## src/rtl/aes_round_ctrl.sv

```systemverilog
// AES-128 encryption round sequencer.
// Drives the load/select/bypass strobes for the state register and the round logic,
// paces the registered SubBytes stage, and handshakes with the key source and the
// block's input/output streams. No 128-bit data passes through this block.
module aes_round_ctrl #(
    parameter int unsigned NUM_ROUNDS = 10,
    parameter int unsigned SB_LATENCY = 1,
    parameter int unsigned RW         = 4
) (
    input  logic          clk,
    input  logic          rst_n,
    input  logic          abort,
    input  logic          in_valid,
    output logic          in_ready,
    output logic          out_valid,
    input  logic          out_ready,
    output logic          key_req,
    input  logic          key_ack,
    output logic [RW-1:0] round_o,
    output logic          sb_en,
    output logic          state_ld,
    output logic          sel_init,
    output logic          mc_bypass,
    output logic          busy
);

    // SubBytes wait counter only needs to reach SB_LATENCY-1
    localparam int unsigned CW = (SB_LATENCY > 1) ? $clog2(SB_LATENCY) : 1;

    localparam logic [RW-1:0] LastRound = RW'(NUM_ROUNDS);
    localparam logic [CW-1:0] SbLast    = CW'(SB_LATENCY - 1);

    typedef enum logic [2:0] {
        StIdle,
        StLoad,
        StSub,
        StRnd,
        StDone
    } state_e;

    state_e        state_q, state_d;
    logic [RW-1:0] round_q, round_d;
    logic [CW-1:0] cnt_q, cnt_d;

    // State, round index and SubBytes counter registers
    always_ff @(posedge clk or negedge rst_n) begin
        if (!rst_n) begin
            state_q <= StIdle;
            round_q <= '0;
            cnt_q   <= '0;
        end else begin
            state_q <= state_d;
            round_q <= round_d;
            cnt_q   <= cnt_d;
        end
    end

    // Next-state logic and strobe decode; abort overrides everything at the end
    always_comb begin
        state_d   = state_q;
        round_d   = round_q;
        cnt_d     = cnt_q;
        in_ready  = 1'b0;
        out_valid = 1'b0;
        key_req   = 1'b0;
        sb_en     = 1'b0;
        state_ld  = 1'b0;
        sel_init  = 1'b0;
        mc_bypass = 1'b0;

        unique case (state_q)
            StIdle: begin
                in_ready = 1'b1;
                if (in_valid) begin
                    state_d = StLoad;
                    round_d = '0;
                end
            end
            StLoad: begin
                key_req  = 1'b1;
                sel_init = 1'b1;
                state_ld = key_ack;
                if (key_ack) begin
                    state_d = StSub;
                    round_d = RW'(1);
                end
            end
            StSub: begin
                sb_en = 1'b1;
                if (cnt_q == SbLast) begin
                    state_d = StRnd;
                    cnt_d   = '0;
                end else begin
                    cnt_d = cnt_q + CW'(1);
                end
            end
            StRnd: begin
                // SubBytes is not re-enabled while waiting for the key, so its output holds
                key_req   = 1'b1;
                mc_bypass = (round_q == LastRound);
                state_ld  = key_ack;
                if (key_ack) begin
                    if (round_q == LastRound) begin
                        state_d = StDone;
                    end else begin
                        state_d = StSub;
                        round_d = round_q + RW'(1);
                    end
                end
            end
            StDone: begin
                out_valid = 1'b1;
                if (out_ready) begin
                    state_d = StIdle;
                end
            end
            default: begin
                state_d = StIdle;
                round_d = '0;
                cnt_d   = '0;
            end
        endcase

        if (abort) begin
            state_d  = StIdle;
            round_d  = '0;
            cnt_d    = '0;
            state_ld = 1'b0;
            sb_en    = 1'b0;
            key_req  = 1'b0;
        end
    end

    assign round_o = round_q;
    assign busy    = (state_q != StIdle);

endmodule

```

## config.mk

```make
export PLATFORM = sky130hd
export DESIGN_NAME = aes_round_ctrl
export DESIGN_NICKNAME = d
export VERILOG_FILES = /design/src/rtl/aes_round_ctrl.sv
export SDC_FILE = /design/constraint.sdc
export NUM_CORES = 1
export LEC_CHECK = 0
export BUFFER_PORTS_ARGS = -buffer_cell sky130_fd_sc_hd__clkbuf_2
export CORE_AREA = 2 2 39 41
export CTS_CLUSTER_DIAMETER = 60
export DETAILED_ROUTE_END_ITERATION = 12
export DIE_AREA = 0 0 41 43
export PLACE_DENSITY = 0.63
export SLEW_MARGIN = 20
export SYNTH_ARGS = -nofsm -noshare
export SYNTH_HDL_FRONTEND = slang
export SYNTH_SLANG_ARGS = --single-unit
```

## constraint.sdc

```tcl
create_clock -name clk -period 2.1 [get_ports clk]
set_input_delay 0.42 -clock clk [delete_from_list [all_inputs] [get_ports clk]]
set_output_delay 0.42 -clock clk [all_outputs]
set_load 0.01 [all_outputs]
```

# Word-level counts from Yosys, hierarchy flattened
# Index checks and enable logic that the tools add are counted.
# word_totals
register_bits	8
wordCells	52
# op_classes
add_sub_neg	2
n_eq_ne	13
muxes	27
n_reduce_logical	7
# op_table
op	count
3-bit two-way mux	7
4-bit two-way mux	5
3-bit != test (second input constant)	6
4-bit case mux with 4 select lines	1
3-bit case mux with 5 select lines	1
1-bit two-way mux	12
5-bit AND reduction	2
3-bit by 2-bit == test with 1-bit output (second input constant)	2
4-bit by 1-bit adder with 4-bit output (second input constant)	1
4-bit == test (second input constant)	1
2-bit by 1-bit != test with 1-bit output (second input constant)	2
2-bit OR reduction	2
4-bit OR reduction	1
3-bit by 1-bit == test with 1-bit output (second input constant)	1
3-bit == test (second input constant)	1
3-bit logical NOT	1
3-bit nonzero test	1
1-bit case mux with 2 select lines	1
1-bit adder (second input constant)	1

# Longest topological paths before layout
# logic_depth
ltp_word	5
ltp_mapped	6
depth_no_buf	6

# Worst setup path before layout
# No wires, ideal clock.
# synth_path
path_type	register -> output
startpoint	register state_q[2]
endpoint	output port state_ld
arrival_ns	1.165
required_ns	1.680
setup_slack_ns	0.515
stages_incl_launch_ff	5
path_buffers	1
cell_sequence	dfrtp_1 > buf_6 > or3b_4 > clkinv_2 > and2_1
# synth_between
elab_chain_cells	4
word_cells_on_any_way	5
# synth_rtl
item	line	rtl
start, declared	41	state_e state_q, state_d;
start signal, assigned	48	state_q <= StIdle;
start signal, assigned	52	state_q <= state_d;
3-bit by 2-bit == test with 1-bit output or 3-bit by 1-bit == test with 1-bit output (tied branches)	71	unique case (state_q)
2-bit OR reduction (no line) *	n/a	
1-bit two-way mux *	71	
1-bit two-way mux *	124	if (abort) begin
end, declared	21	output logic state_ld,
# Mark *: on every way between the ends. The rest lies on a longest branch, timed or not.

# Worst setup path after layout
# layout_path
startpoint	register state_q[0]
endpoint	output port state_ld
# Same word-level chain as after synthesis.

==> results.toml <==
[run_status]
outcome = "complete, no violations"

[clock_network]
clkTransAtPathRegs_ns = 0.05
clkSinkCount = 7
clock_path_buffers = 2
cts_buffers = 3
h-tree-depth = 1
insertion_delay_ns = 0.25
post_cts_resized = 0
clockRootBuffer = "clkbuf_4"
cts_tree = "yes"

[synthesis]
synth_compound_area_share_pct = 16.7
synth_top_family_by_area = "simple AND/OR/NAND/NOR gates"
synth_commonest_cells = "dfrtp_1, nor2_1, nor3_1"
syn_area_um2 = 523
syn_nets = 63
synth_edf_count = 0
synth.distinct_cells = 30
synthMuxAreaShare_pct = 4.78
synth.yosys.seq_area_share_pct = 33.5
async_reset_ff_share_pct = 100
synth_top_area_share_pct = 33.5
yosys_warnings = 0
netlist_top_cells_area = "dfrtp_1, buf_6, o32ai_4"
synth_top_cell_by_area = "dfrtp_1"
synth-simple-area-share_pct = 28.9
syn_avg_cell_area_um2 = 9.51
synth_most_common_cell = "dfrtp_1"
synth_fa_ha_area_share_pct = 4.78
synth_xor_area_share_pct = 1.67
synthCells = 55
ys_ff_latch = 7
synth_ff_type = "dfrtp_1"

[setup_path]
cp_slowest_stage_delay_ns = 0.52
cp.arrival_ns = 1.56
cp-endpoint = "state_ld"
r2r-start = "round_o[0]"
crit_chain = "or3b_4 > clkinv_2 > and2_1 > clkbuf_2"
path_depth = 4
critPathSlowestCell = "dfrtp_1"
ff2ff_setup_slack_ns = 0.41
critPathTopFamily = "simple AND/OR/NAND/NOR gates"
critPathKind = "flip-flop to primary output"
crit_required_ns = 1.68
rr_endpoint = "round_o[0]"
worstSetupStartpoint = "state_q[0]"
end_kind = "primary output"
crit_path_start_kind = "flip-flop"
critPathBufInv = 2
reg2reg_depth = 6
crit_fanout = 10

[sta]
rsz0062_at_grt = "no"
report.final.slew_viol_count = 0
worst_pin_slew_ns = 0.388
setup_violations = 0
timing.final.crit_share_pct = 94.5
timing.fmax_mhz = 504
fin_crit_ns = 1.98
tns_ns = 0
relSlewSlack_pct = 74.2
fin_skew_ns = 0.000714
hold_violations = 0
whs_ns = 0.462

[flow_run]
max_cap_violations = 0

[routing]
dr.pass1.iters = 4
routed_via_density = 5.21
wire_per_inst_um = 12.1
drc = 0
drtAntennaViolNets = 0
vias = 469
drt-total-wl_um = 1090
drt-initial-drc-count = 1

[pwr]
power.density_nw_per_um2 = 556
peakVddDrop_v = 0.000261
power_leakage_nw = 0.308

[die]
die_y_um = 43
core_um2 = 1380
num_io_pins = 18
initial_core_util_pct = 37.8
rows = 14
die_w_um = 41
die_area_um2 = 1760

[place]
placement.io_buffers = 17
dp_hpwl_um = 823
dp.cells = 85
gp_congestion = 0.761

[finish]
syn2layout_area_growth_pct = 20.6
final_util_pct = 45.6
diodes = 0
layout-drive-gt1-share_pct = 33.8
fin_cells = 90
nNetsFinal = 83

[global_route]
antenna_found_initial = 0
grt_max_degree = 13
grt_overflow = 0
grt_pass1_wl_um = 1770
grt_usage_pct = 15.4
grt_pass1_vias = 404

[min_path]
hold_class = "primary input to flip-flop"
==> where the power goes <==
group	internal, mW	leakage (nW)	switching (mW)
clock	0.0724	0.0150	0.0480
combinational	0.0353	0.198	0.0389
sequential	0.141	0.0953	0.0149
==> flip-flops by register name (all words and copies together) (netlist names) <==
name     count
round_o      4
state_q      3
==> final cells by class <==
| type | count | area (um2) |
|---|---|---|
| inverter | 4 | 16.3 |
| tap | 16 | 20.0 |
| clock buffer | 4 | 26.3 |
| timing repair buffer | 18 | 95.1 |
| fill | 147 | 753 |
| sequential | 7 | 175 |
| multi-input combinational | 41 | 298 |
==> cell families after synthesis <==
logic type | Yosys count
and+or+nand+nor | 26
adders and majority gates | 2
AOI/OAI and AO/OA | 10
xor gates and xnor gates | 1
buffers and inverters | 7
DFF | 7
muxes | 2
==> layout by cell type, fill, tap and decap left out, types with 2 or more instances in the layout <==
cell      instances
dfrtp_1           7
nand3_1           2
nor3_1            4
clkbuf_2         17
clkbuf_4          3
nor2_1            4
inv_1             3
nand2_1           3
o21a_1            2
ha_1              2
o21ai_0           3
nand4_1           2
nor3b_1           2
==> worst min path at each step <==
stage	startpoint	endpoint	depth (start not counted)
floorplan	rst_n	round_o[0]	0
global placement	rst_n	round_o[3]	1
detailed placement	rst_n	round_o[3]	1
CTS	abort	state_q[1]	2
global route	abort	state_q[1]	2
finish	abort	state_q[1]	2
==> metrics by stage <==
stage	worst slack [ns]	instance area (um2)	power [mW]
floorplan	0.515	523	0.209
global placement	0.368	594	0.230
detailed placement	0.355	594	0.231
CTS	0.102	631	0.354
global route	0.0203	631	0.375
finish	0.115	631	0.350
==> worst register-to-register path, stage by stage, from the launching register on <==
cell,delay (ns)
dfrtp_1,0.43
inv_1,0.08
ha_1,0.14
nand4b_1,0.27
o32ai_4,0.26
nor2_2,0.08
mux2_4,0.30
==> timing repair <==
action,4_1_cts,5_1_grt
hold endpoints to repair,3,0
hold buffers,1,0
setup endpoints to repair,0,0
buffers inserted,0,0
==> routing by layer <==
layer | track usage, % | vias up | wire length [um]
met5 | 0 | - | 0
met4 | 10.0 | 0 | 19
met3 | 6.28 | 2 | 71
met2 | 22.2 | 12 | 504
met1 | 17.8 | 219 | 492
li1 | - | 236 | -
Note: power is estimated with default switching activity, not from simulation.
